[src/rtl/priority_grant_sequencer_if.sv]
// Handshake bundle for priority_grant_sequencer.
// Request side: req_valid/req_ready/req. Grant side: gnt_valid/gnt_ready/gnt.
// busy reports a non-zero pending vector.
// Optional macro PRIO_SEQ_IDX_EN adds gnt_idx, the binary index of gnt.
// The slave modport belongs to the sequencer. The master modport belongs to
// the environment that drives requests and accepts grants.
interface priority_grant_sequencer_if #(
  parameter int N = 4
);
  localparam int IW = $clog2(N);

  logic         req_valid;
  logic         req_ready;
  logic [N-1:0] req;
  logic         gnt_valid;
  logic         gnt_ready;
  logic [N-1:0] gnt;
  logic         busy;
`ifdef PRIO_SEQ_IDX_EN
  logic [IW-1:0] gnt_idx;

  modport slave (
    input  req_valid, req, gnt_ready,
    output req_ready, gnt_valid, gnt, busy, gnt_idx
  );

  modport master (
    output req_valid, req, gnt_ready,
    input  req_ready, gnt_valid, gnt, busy, gnt_idx
  );
`else
  modport slave (
    input  req_valid, req, gnt_ready,
    output req_ready, gnt_valid, gnt, busy
  );

  modport master (
    output req_valid, req, gnt_ready,
    input  req_ready, gnt_valid, gnt, busy
  );
`endif
endinterface

[src/rtl/priority_grant_sequencer.sv]
// priority_grant_sequencer
//
// Latches a request vector over a valid/ready handshake. It then hands out
// one-hot grants, highest set bit first, one per accepted grant handshake.
// A new vector is taken only once every pending bit has been granted.
//
// Grant outputs are registered. They are recomputed from the next pending
// value on the same edge that changes it. No path exists from req or
// req_valid to any output.
//
// Optional macro PRIO_SEQ_IDX_EN adds the gnt_idx output.
module priority_grant_sequencer #(
  parameter int N = 4
) (
  input logic                     clk,
  input logic                     reset,
  priority_grant_sequencer_if.slave bus
);

  localparam int IW = $clog2(N);

  typedef enum logic {
    IDLE,
    GRANT
  } state_t;

  state_t        state;
  logic [N-1:0]  pend;
  logic [N-1:0]  gnt_q;
  logic          gnt_valid_q;
  logic [N-1:0]  pend_next;

  // One-hot mask of the highest set bit of v; zero when v is zero.
  function automatic logic [N-1:0] top_bit(input logic [N-1:0] v);
    logic [N-1:0] r;
    // NOTE: r gets a default before the loop, so the result is fully defined
    // for every input. This keeps combinational users free of latches.
    r = '0;
    for (int i = 0; i < N; i++) begin
      if (v[i]) begin
        r    = '0;
        r[i] = 1'b1;
      end
    end
    return r;
  endfunction

  // Pending bits left after the current grant is accepted.
  assign pend_next = pend & ~gnt_q;

  // Main control: the pending vector, the state and the registered grant outputs.
  always_ff @(posedge clk) begin
    // NOTE: state registers use non-blocking assignments. Every register then
    // sees the pre-edge values of the others, whatever the statement order.
    if (reset) begin
      state       <= IDLE;
      pend        <= '0;
      gnt_q       <= '0;
      gnt_valid_q <= 1'b0;
    end else begin
      case (state)
        IDLE: begin
          // An all-zero vector is consumed here without leaving IDLE.
          if (bus.req_valid && (bus.req != '0)) begin
            state       <= GRANT;
            pend        <= bus.req;
            gnt_q       <= top_bit(bus.req);
            gnt_valid_q <= 1'b1;
          end
        end
        GRANT: begin
          // When gnt_ready is low, every register holds: this is the stall.
          if (bus.gnt_ready) begin
            pend <= pend_next;
            if (pend_next == '0) begin
              state       <= IDLE;
              gnt_q       <= '0;
              gnt_valid_q <= 1'b0;
            end else begin
              gnt_q <= top_bit(pend_next);
            end
          end
        end
        default: begin
          state       <= IDLE;
          pend        <= '0;
          gnt_q       <= '0;
          gnt_valid_q <= 1'b0;
        end
      endcase
    end
  end

  // Reset masks req_ready directly, so no vector is accepted while reset is held.
  assign bus.req_ready = (state == IDLE) && !reset;
  assign bus.gnt_valid = gnt_valid_q;
  assign bus.gnt       = gnt_q;
  assign bus.busy      = (pend != '0);

`ifdef PRIO_SEQ_IDX_EN
  logic [IW-1:0] idx_q;

  // Binary position of the next grant, tracked alongside gnt_q.
  always_ff @(posedge clk) begin
    if (reset) begin
      idx_q <= '0;
    end else begin
      case (state)
        IDLE: begin
          if (bus.req_valid && (bus.req != '0)) begin
            idx_q <= '0;
            for (int i = 0; i < N; i++) begin
              if (bus.req[i]) idx_q <= IW'(i);
            end
          end
        end
        GRANT: begin
          if (bus.gnt_ready) begin
            idx_q <= '0;
            for (int i = 0; i < N; i++) begin
              if (pend_next[i]) idx_q <= IW'(i);
            end
          end
        end
        default: idx_q <= '0;
      endcase
    end
  end

  assign bus.gnt_idx = idx_q;
`endif

endmodule

[src/flat_wrapper.sv]
// flat-port wrapper written by rule: the top's interface ports become plain ports
module priority_grant_sequencer_flat 
#(
  parameter int N = 4
)
  (clk, reset, bus_req_valid, bus_req, bus_gnt_ready, bus_req_ready, bus_gnt_valid, bus_gnt, bus_busy);
  priority_grant_sequencer_if #(.N(N)) bus_i ();
  input logic clk;
  input logic reset;
  input wire logic [$bits(bus_i.req_valid)-1:0] bus_req_valid;
  input wire logic [$bits(bus_i.req)-1:0] bus_req;
  input wire logic [$bits(bus_i.gnt_ready)-1:0] bus_gnt_ready;
  output wire logic [$bits(bus_i.req_ready)-1:0] bus_req_ready;
  output wire logic [$bits(bus_i.gnt_valid)-1:0] bus_gnt_valid;
  output wire logic [$bits(bus_i.gnt)-1:0] bus_gnt;
  output wire logic [$bits(bus_i.busy)-1:0] bus_busy;
  assign bus_i.req_valid = bus_req_valid;
  assign bus_i.req = bus_req;
  assign bus_i.gnt_ready = bus_gnt_ready;
  assign bus_req_ready = bus_i.req_ready;
  assign bus_gnt_valid = bus_i.gnt_valid;
  assign bus_gnt = bus_i.gnt;
  assign bus_busy = bus_i.busy;
  priority_grant_sequencer #(.N(N)) u_core (.clk(clk), .reset(reset), .bus(bus_i));
endmodule
[config.mk]
export PLATFORM = sky130hd
export DESIGN_NAME = priority_grant_sequencer_flat
export DESIGN_NICKNAME = d
export VERILOG_FILES = /design/src/rtl/priority_grant_sequencer_if.sv /design/src/rtl/priority_grant_sequencer.sv /design/src/flat_wrapper.sv
export SDC_FILE = /design/constraint.sdc
export NUM_CORES = 1
export LEC_CHECK = 0
export BUFFER_PORTS_ARGS = -buffer_cell sky130_fd_sc_hd__buf_2
export CAP_MARGIN = 5
export CORE_AREA = 4 4 41 43
export CTS_BUF_LIST = sky130_fd_sc_hd__clkbuf_8
export CTS_CLUSTER_DIAMETER = 30
export DETAILED_ROUTE_END_ITERATION = 8
export DIE_AREA = 0 0 45 47
export PLACE_DENSITY = 0.66
export SLEW_MARGIN = 20
export SYNTH_ARGS = -nofsm -noshare
export SYNTH_HDL_FRONTEND = slang
export SYNTH_SLANG_ARGS = --single-unit
export TNS_END_PERCENT = 1
[constraint.sdc]
create_clock -name clk -period 3.5 [get_ports clk]
set_input_delay 0.525 -clock clk [delete_from_list [all_inputs] [get_ports clk]]
set_output_delay 0.525 -clock clk [all_outputs]
set_load 0.1 [all_outputs]
* Yosys cells after proc, flatten, opt, wreduce, memory -nomap -nowiden
Index checks and enable logic that the tools add are counted.
Widths: inputs -> output; s select.
** Storage, ports and cells
- Register bits after elaboration :: 10
- Bits of input ports :: 8
- Output and inout bits :: 7
- Logic and storage cells :: 41
** Cells by class
- Equality and inequality tests :: 3
- Mux-type cells :: 23
- Bitwise gates (word level) :: 3
- Reduce and logical (&&, ||, !) cells :: 8
** Operator list (count)
- $mux 4 :: 7
- $pmux 4 s2 :: 2
- $mux 1 :: 8
- $reduce_bool 4->1 :: 2
- $mux 3 :: 2
- $and 4x4->4 :: 1
- $logic_not 4->1 :: 1
- $mux 2 :: 2
- $ne 2x2->1 const B :: 2
- $not 4->4 :: 1
- $pmux 1 s2 :: 2
- $reduce_and 3->1 :: 1
- $logic_and 1x1->1 :: 2
- $ne 2x1->1 const B :: 1
- $reduce_and 2->1 :: 1
- $logic_not 1->1 :: 1
- $not 1->1 :: 1

* Longest topological paths before layout
Gate-level depths: netlist of run 1.
- Word-level depth :: 9
- Depth in mapped cells :: 5
- Depth with buffers taken out :: 3

* Least setup slack after synthesis of run 1
Ideal clock, no wire load.
- Kind :: input-to-output
- From :: input reset
- To :: output bus_req_ready
- Data arrival time :: 1.969 ns
- Required time :: 2.975 ns
- Path slack :: 1.006 ns
- Cell stages on the path :: 2
- Buffers on the path :: 1
- Cells stage by stage :: buf_1 -> nor2_1
** On the way
- Word-level cells in the longest chain between the ends :: 2
** RTL lines
- start: declaration :: RTL line flat_wrapper.sv:9 : input logic reset;
- $logic_not 1->1 :: RTL line priority_grant_sequencer.sv:95 : assign bus.req_ready = (state == IDLE) && !reset;
- $logic_and 1x1->1 :: RTL line priority_grant_sequencer.sv:95
- end: declaration :: RTL line flat_wrapper.sv:13 : output wire logic [$bits(bus_i.req_ready)-1:0] bus_req_ready;
Every way passes these cells.

* Worst setup path in the final report of run 1
- From :: register u_core.pend[3]
- To :: output bus_busy
** On the way
- Word-level cells in the longest chain between the ends :: 1
** RTL lines
- start: declaration :: RTL line priority_grant_sequencer.sv:28 : logic [N-1:0] pend;
- start signal: assignment :: RTL line priority_grant_sequencer.sv:66 : pend <= bus.req;
- start signal: assignment :: RTL line priority_grant_sequencer.sv:74 : pend <= pend_next;
- $reduce_bool 4->1 :: RTL line priority_grant_sequencer.sv:98 : assign bus.busy = (pend != '0);
- end: declaration :: RTL line flat_wrapper.sv:16 : output wire logic [$bits(bus_i.busy)-1:0] bus_busy;
Every way passes these cells.

==> results.cfg, run 1 <==
[timing]
period_needed_ns = 1.869
fin_crit_sh = 0.5340
worst_slew_pin_slew_ns = 0.5949
rsz0062_at_grt = false
fin_worst_skew_ns = 0.002231
max_slew_margin = 0.6028
fmax_ghz = 0.5351
slew_viol_final = 0
hold_viol = 0
setup_slack_ns = 1.631
fin_tns_setup_ns = 0
setup_viol = 0

[yosys]
synthTopCellsByCount = 9 x dfxtp_1, 7 x a21oi_1, 6 x nand2_1
syn_avg_cell_area_um2 = 8.533
netlist_area_um2 = 520.5
syn_inst = 61
synth_most_common_cell = dfxtp_1
yosysSeqAreaShare = 0.3462
synth_top_cell_by_area = dfxtp_1
ys.flop_type = dfxtp_1
ys_async_sr_fraction = 0
synth_xor_area_frac = 0
yosysWarnings = 0
synth_top_family_by_area = simple AND/OR/NAND/NOR gates
ys_seq_elements = 9
synthAdderAreaFrac = 0
synth-simple-area-share = 0.3053
synth_edf_count = 0
syn_nets = 69
muxShareOfSynthArea = 0
synth_compound_area_frac = 0.2885
ys_types = 29
yosysTopAreaCellShare = 0.3462
synth.area.top_cells = dfxtp_1 35%, a21oi_1 6.7%, o211ai_1 5.8%

[clock_network]
insertion_delay_ns = 0.23
cts_tree = built
clockBufferDepth = 2
postCtsSetupBuffers = 0
cts_root_buf = clkbuf_8
cts_buffers = 3
hold_buffers = 0
cts.sink_count = 9
cts-resized-gates = 0
clk_pin_slew_ns = 0.04
htree_levels = 1

[route]
met3_length_um = 64
detail_route.vias_per_cell = 5.528
wire_per_inst_um = 13.57
drc = 0
ant_nets = 0
drtIter0Drc = 8
routed-via-count = 492
wirelength_mm = 1.208
wl_met1_um = 561
maxUsedRoutingLayer = met3
routed-wl-met2_um = 582
drtPass1Iterations = 4

[worst_setup_path]
r2r_start = u_core.state
cp.required_ns = 2.97
crit_path_end_kind = primary output
crit_type = register to primary output
endpoint = bus_busy
r2r-end = u_core.bus.gnt[2]
cp-startpoint = u_core.pend[3]
reg2reg_slack_ns = 1.97
cp_max_fo = 3
reg2reg_depth = 3
worstPathArrival_ns = 1.34
critPathLaunchType = register

[power_and_ir_drop]
clock_power_share = 0.329
switching_share = 0.3902
p_int_mw = 0.2129
switching_power_mw = 0.1362
vdd_ir_drop_max_v = 0.0003044
leakagePower_nw = 0.2526
p_comb_frac = 0.319
power_density_nw_per_um2 = 553.7
pwr-share-seq = 0.353

[global_routing]
grt-ovfl-total = 0
grt_pass1_wl_mm = 2.097
grt_max_degree = 19
antenna_found_initial = 0
grt.total_usage = 0.1396
grt_pass1_vias = 484

[worst_hold_path]
hold_start = u_core.pend[1]
hp-class = register to register

[floorplan]
fp.dieW_um = 45
rows = 13
core-area_um2 = 1301
start_util = 0.4000
ios = 15
die_h_um = 47
die_area_um2 = 2115

[placed_design]
place_ws_ns = 1.762
io_buffer_count = 14
dp_hpwl_um = 899.9
gp_congestion = 0.8106

[layout]
area_growth_pct = 21.15
num_antenna_cells = 0
drive_gt1_frac = 0.2838
fin_nets = 83

[flow_run]
maxCapViolCount = 0

[outcome]
status = finished clean
-- layout by cell type, fill, tap and decap left out, drive strengths merged --
cell | Yosys | layout
dfxtp | 9 | 9
o211ai | 4 | 4
nand2 | 6 | 6
a221oi | 2 | 2
o221a | 1 | 1
a311oi | 1 | 1
nor2b | 4 | 4
nor2 | 1 | 1
buf | 4 | 14
nand3 | 3 | 3
a31oi | 2 | 2
nand2b | 2 | 2
nor4b | 1 | 1
nor4 | 3 | 3
nand3b | 1 | 1
o41ai | 1 | 1
clkbuf | 1 | 3
a211oi | 1 | 1
o21ai | 1 | 1
inv | 2 | 3
a21o | 1 | 1
a21oi | 7 | 7
or4 | 2 | 2
nand4bb | 1 | 1
-- power groups by stage --
| stage | Sequential [mW] | Combinational, mW | Clock [mW] |
|---|---|---|---|
| 5_1_grt | 0.125 | 0.119 | 0.126 |
| 3_5_place_dp | 0.125 | 0.112 | 0 |
| 4_1_cts | 0.123 | 0.112 | 0.119 |
| 3_3_place_gp | 0.124 | 0.111 | 0 |
| 2_1_floorplan | 0.152 | 0.0633 | 0 |
| 6_report | 0.123 | 0.111 | 0.115 |
-- kinds of logic after synthesis --
group / after synthesis
flip-flops: 9
buffers and inverters: 7
AND/OR/NAND/NOR: 24
AO/OA/AOI/OAI: 21
-- sequential cells by signal, summed over array words and instances, names as in the netlist --
| name | flops |
|---|---|
| u_core.state | 1 |
| u_core.bus.gnt_valid | 1 |
| u_core.bus.gnt | 3 |
| u_core.pend | 4 |
-- worst max-delay path, stage by stage, from the launching register on --
cell and delay (ns):
dfxtp_1 0.31, or4_1 0.50, buf_2 0.30
-- cell type report --
class	instances	area [um2]
clock buffer	3	41.29
clock inverter	1	3.754
fill	141	670.6
inverter	2	7.507
multi-input combinational	45	309.0
sequential	9	180.2
tap	15	18.77
timing repair buffer	14	70.07
-- worst min-delay path by stage --
stage,depth (start not counted),end,slack (ns)
floorplan,2,u_core.pend[1],0.47
global placement,2,u_core.pend[3],0.51
detailed placement,2,u_core.pend[1],0.50
CTS,2,u_core.pend[1],0.51
global route,2,u_core.pend[1],0.52
finish,2,u_core.pend[1],0.51
-- layer usage --
metal  vias up  global-route usage
met4         0             0.03509
met3         0             0.05747
met1       224              0.1793
met2         9              0.2175
li1        259                   -
met5         -                   0
-- stage by stage --
| stage | util | area, um2 | hold slack [ns] | power (mW) | instances |
|---|---|---|---|---|---|
| after floorplan | - | 520.5 | 0.4721 | 0.2156 | 61 |
| after global placement | 0.4500 | 585.6 | 0.5054 | 0.2355 | 85 |
| after detailed placement | 0.4500 | 585.6 | 0.5039 | 0.2361 | 85 |
| after CTS | 0.4846 | 630.6 | 0.5132 | 0.3536 | 89 |
| after global routing | 0.4846 | 630.6 | 0.5234 | 0.3697 | 89 |
| final | 0.4846 | 630.6 | 0.5090 | 0.3491 | 89 |
Power figures use the tool's default switching activity.
==> run 2: changes to the inputs <==
--- a/config.mk
+++ b/config.mk
@@ -5,6 +5,7 @@
 export SDC_FILE = /design/constraint.sdc
 export NUM_CORES = 1
 export LEC_CHECK = 0
+export ABC_AREA = 1
 export BUFFER_PORTS_ARGS = -buffer_cell sky130_fd_sc_hd__buf_2
 export CAP_MARGIN = 5
 export CORE_AREA = 4 4 41 43
@@ -12,7 +13,7 @@
 export CTS_CLUSTER_DIAMETER = 30
 export DETAILED_ROUTE_END_ITERATION = 8
 export DIE_AREA = 0 0 45 47
-export PLACE_DENSITY = 0.66
+export PLACE_DENSITY = 0.71
 export SLEW_MARGIN = 20
 export SYNTH_ARGS = -nofsm -noshare
 export SYNTH_HDL_FRONTEND = slang
==> constraint.sdc (replaced) <==
create_clock -name clk -period 1.7 [get_ports clk]
set_input_delay 0.255 -clock clk [delete_from_list [all_inputs] [get_ports clk]]
set_output_delay 0.255 -clock clk [all_outputs]
set_load 0.1 [all_outputs]
==> run 2 against run 1 <==
Net effect: non-clock buffer count is the same; worst setup slack lost 1.4 ns; design area grew 6.0%; sequential power grew 110%; global-route usage shrank 0.44 points; clock skew shrank 0.0018 ns.
==> results.cfg, run 2 <==
[outcome]
status = finished clean

[timing]
setup_slack_ns = 0.2088
fin_tns_setup_ns = 0
worst_slew_pin_slew_ns = 0.4954
fmax_ghz = 0.6706
hold_viol = 0
rsz0062_at_grt = false
fin_hold_ws_ns = 0.2514
fin_crit_sh = 0.8772
fin_worst_skew_ns = 0.0004352
max_slew_margin = 0.6720
setup_viol = 0
period_needed_ns = 1.491
slew_viol_final = 0

[floorplan]
die_h_um = 47
start_util = 0.4231
rows = 13
ios = 15
fp.dieW_um = 45
core-area_um2 = 1301
die_area_um2 = 2115

[clock_network]
cts.sink_count = 9
postCtsSetupBuffers = 0
cts_tree = built
hold_buffers = 0
clk_pin_slew_ns = 0.04
cts_root_buf = clkbuf_8
clockBufferDepth = 2
cts-resized-gates = 0
cts_buffers = 3
insertion_delay_ns = 0.23
htree_levels = 1

[placed_design]
gp_congestion = 0.8284
place_ws_ns = 0.4511
io_buffer_count = 14
dp_hpwl_um = 930.7

[yosys]
yosysSeqAreaShare = 0.3273
synth_top_cell_by_area = dfxtp_1
synth.area.top_cells = dfxtp_1 33%, nand2_1 12%, nand3_1 11%
synthAdderAreaFrac = 0
synth-simple-area-share = 0.4523
synth_most_common_cell = nand2_1
synth_top_family_by_area = simple AND/OR/NAND/NOR gates
yosysWarnings = 0
synth_compound_area_frac = 0.07273
netlist_area_um2 = 550.5
syn_avg_cell_area_um2 = 6.401
ys.flop_type = dfxtp_1
yosysTopAreaCellShare = 0.3273
ys_seq_elements = 9
ys_async_sr_fraction = 0
syn_inst = 86
ys_types = 15
synthTopCellsByCount = 17 x nand2_1, 15 x inv_1, 15 x nor2_1
syn_nets = 94
synth_edf_count = 0
synth_xor_area_frac = 0
muxShareOfSynthArea = 0

[worst_setup_path]
crit_chain = nor2_2 -> buf_2
critPathLaunchType = register
critPathSlowestCell = buf_2
crit_type = register to primary output
r2r_start = u_core.state
cpPeakStageDelay_ns = 0.43
worstPathArrival_ns = 1.24
crit_path_end_kind = primary output
cp_max_fo = 11
cp.required_ns = 1.44
reg2reg_depth = 6
reg2reg_slack_ns = 0.45
r2r-end = u_core.bus.gnt[1]

[global_routing]
grt-ovfl-total = 0
grt_max_degree = 12
grt_pass1_vias = 498
gr-usage-met2 = 0.2316
grt_use_met1 = 0.1549
grt_util_met3 = 0.03448
grt.total_usage = 0.1352
grt-busiest-layer = met2
grt_pass1_wl_mm = 2.056
antenna_found_initial = 0

[layout]
largest_reg_flops = 4
final_util = 0.5135
fin_nets = 111
largest_register = u_core.pend
num-fill-cells = 141
final_common_cell = nand2_1
area_growth_pct = 21.36
drive_gt1_frac = 0.2353
final_cell_mix = 17 x nand2_1, 16 x inv_1, 14 x nor2_1, 14 x buf_2, 12 x nand3_1
num_antenna_cells = 0

[power_and_ir_drop]
switching_power_mw = 0.3300
power_density_nw_per_um2 = 1171
vdd_ir_drop_max_v = 0.0005974
pwr-share-seq = 0.324
clock_power_share = 0.312
leakagePower_nw = 0.3634
switching_share = 0.4219
p_comb_frac = 0.364
p_int_mw = 0.4523

[worst_hold_path]
hold_start = reset
hold_end = u_core.state
hp-class = input pin to register
whs_path_depth = 2

[route]
drtPass1Iterations = 4
routed-via-count = 564
drc = 0
drtIter0Drc = 33
ant_nets = 0
wirelength_mm = 1.261
detail_route.vias_per_cell = 4.821
wire_per_inst_um = 10.78

[flow_run]
maxCapViolCount = 0
==> run 2: kinds of logic (layout without fill, tap and decap cells) <==
kind of cell / count (synthesis) / in the layout
AO/OA/AOI/OAI: 8 / 8
buffers and inverters: 18 / 34
flip-flops: 9 / 9
AND/OR/NAND/NOR: 51 / 51
==> run 2: worst max path at each step <==
stage	slack, ns	startpoint	end
floorplan	0.09	u_core.bus.gnt[0]	u_core.bus.gnt_valid
global placement	0.48	u_core.state	bus_req_ready
detailed placement	0.45	u_core.state	bus_req_ready
CTS	0.20	u_core.state	bus_req_ready
global route	0.15	u_core.state	bus_req_ready
finish	0.21	u_core.state	bus_req_ready
==> run 2: stage by stage <==
stage                     instance area [um2]  power, mW  std cells
after floorplan                         553.0     0.4957         86
after global placement                  623.1     0.5377        113
after detailed placement                623.1     0.5402        113
after CTS                               668.1     0.7850        117
after global routing                    668.1     0.8169        117
final                                   668.1     0.7824        117
==> run 2: final cells by class <==
type	instances	area, um2	area share
multi-input combinational	59	291.5	0.4363
sequential	9	180.2	0.2697
timing repair buffer	14	70.07	0.1049
inverter	16	62.56	0.09363
clock buffer	3	41.29	0.06180
tap	15	18.77	0.02809
clock inverter	1	3.754	0.005618
==> run 2: routing by layer <==
layer / wire, um / part of all wire
met2: 587 / 0.47
met5: 0 / 0
met4: 27 / 0.021
met1: 584 / 0.46
met3: 61 / 0.048
==> run 2: critical path, delay by kind of cell, from the launching register on <==
family	cells	cell delay, ns
flops	1	0.42
buf+inv	1	0.43
simple gates	1	0.14
==> run 2: power by group through the flow <==
stage / Combinational [mW] / Clock, mW / Sequential, mW
2_1_floorplan: 0.177 / 0 / 0.319
3_3_place_gp: 0.282 / 0 / 0.256
3_5_place_dp: 0.284 / 0 / 0.257
4_1_cts: 0.286 / 0.246 / 0.253
5_1_grt: 0.306 / 0.255 / 0.256
6_report: 0.285 / 0.244 / 0.253
==> run 3: changes to the inputs <==
--- a/config.mk
+++ b/config.mk
@@ -14,6 +14,7 @@
 export DETAILED_ROUTE_END_ITERATION = 8
 export DIE_AREA = 0 0 45 47
 export PLACE_DENSITY = 0.71
+export REMOVE_ABC_BUFFERS = 1
 export SLEW_MARGIN = 20
 export SYNTH_ARGS = -nofsm -noshare
 export SYNTH_HDL_FRONTEND = slang
==> run 3 against run 2 <==
Net effect: register-to-register slack gained 0.04 ns; flip-flop and latch count is the same; sequential power is essentially flat; highest routed layer unchanged; combinational power is essentially flat; worst hold slack lost 0.011 ns; final cell count is the same; critical endpoint unchanged; worst setup slack gained 0.032 ns; largest cell class unchanged.
==> results.cfg, run 3 (same netlist as run 2, synthesis figures left out) <==
[layout]
num-fill-cells = 144
largest_register = u_core.pend
largest_reg_flops = 4
design_area_um2 = 665.6
final_cell_mix = 17 x nand2_1, 16 x inv_1, 15 x nor2_1, 14 x buf_2, 12 x nand3_1
fin_nets = 111
num_antenna_cells = 0
fin_cells = 117
drive_gt1_frac = 0.2255
area_growth_pct = 20.91
final_util = 0.5115
final_common_cell = nand2_1

[power_and_ir_drop]
switching_power_mw = 0.3226
p_comb_frac = 0.365
p_int_mw = 0.4517
pwr-share-seq = 0.325
switching_share = 0.4166
power_density_nw_per_um2 = 1163
vdd_ir_drop_max_v = 0.0004629
clock_power_share = 0.310
leakagePower_nw = 0.3634

[timing]
setup_slack_ns = 0.2405
hold_viol = 0
fmax_ghz = 0.6852
slew_viol_final = 0
max_slew_margin = 0.6787
fin_crit_sh = 0.8585
fin_worst_skew_ns = 0.002374
fin_tns_setup_ns = 0
rsz0062_at_grt = false
period_needed_ns = 1.460
setup_viol = 0
worst_slew_pin_slew_ns = 0.4852

[placed_design]
place_inst = 113
dp_hpwl_um = 900.4
io_buffer_count = 14
placed_area_um2 = 620.6
place_ws_ns = 0.4875
gp_congestion = 0.7899

[flow_run]
maxCapViolCount = 0

[floorplan]
die_area_um2 = 2115
die_h_um = 47
core-area_um2 = 1301
start_util = 0.4231
rows = 13
fp.dieW_um = 45
ios = 15

[outcome]
status = finished clean

[worst_setup_path]
cp.required_ns = 1.44
crit_type = register to primary output
critPathLaunchType = register
crit_path_end_kind = primary output
worstPathArrival_ns = 1.20
cp_max_fo = 11

[route]
drc = 0
detail_route.vias_per_cell = 4.735
wire_per_inst_um = 9.795
routed-via-count = 554
ant_nets = 0
drtPass1Iterations = 4
wirelength_mm = 1.146
drtIter0Drc = 7

[clock_network]
insertion_delay_ns = 0.23
htree_levels = 1
cts-resized-gates = 0
cts_tree = built
hold_buffers = 0
cts_buffers = 3
cts_root_buf = clkbuf_8
cts.sink_count = 9
postCtsSetupBuffers = 0
clk_pin_slew_ns = 0.04
clockBufferDepth = 2

[worst_hold_path]
hp-class = input pin to register

[global_routing]
grt-ovfl-total = 0
grt_pass1_vias = 461
grt_max_degree = 12
grt_pass1_wl_mm = 1.890
antenna_found_initial = 0
grt.total_usage = 0.1252
run 3: final timing paths:
kind	from	end	slack (ns)	cells past startpoint
worst max-delay path	u_core.state	bus_req_ready	0.24	2
worst min-delay path	reset	u_core.pend[3]	0.24	2
worst max register to register	u_core.state	u_core.pend[0]	0.49	6
worst min register to register	u_core.bus.gnt_valid	u_core.bus.gnt_valid	0.46	2
run 3: routing by layer:
layer	GRT usage	wire, um	up-vias
met4	0.03509	10	0
met5	0	0	-
met3	0.05747	76	2
li1	-	-	295
met2	0.1893	528	15
met1	0.1606	531	242
run 3: worst max-delay path, cell delays in order (launching register included):
cell and delay, ns:
dfxtp_1 0.41, nor2_1 0.13, buf_2 0.43
run 3: layout make-up:
class / count / area (um2) / area share
sequential: 9 / 180.2 / 0.2707
clock inverter: 1 / 3.754 / 0.005639
inverter: 16 / 62.56 / 0.09399
clock buffer: 3 / 41.29 / 0.06203
tap: 15 / 18.77 / 0.02820
multi-input combinational: 59 / 289.0 / 0.4342
timing repair buffer: 14 / 70.07 / 0.1053
run 3: through the flow:
stage	power, mW	hold WS (ns)
floorplan	0.4876	0.3241
global placement	0.5354	0.4511
detailed placement	0.5383	0.4561
CTS	0.7850	0.2373
global route	0.8203	0.2456
finish	0.7743	0.2401
run 3: power by group through the flow:
stage	combinational, mW	clock (mW)	sequential (mW)
floorplan	0.153	0	0.334
global route	0.305	0.261	0.254
CTS	0.284	0.249	0.252
detailed placement	0.282	0	0.256
global placement	0.280	0	0.255
finish	0.283	0.240	0.252
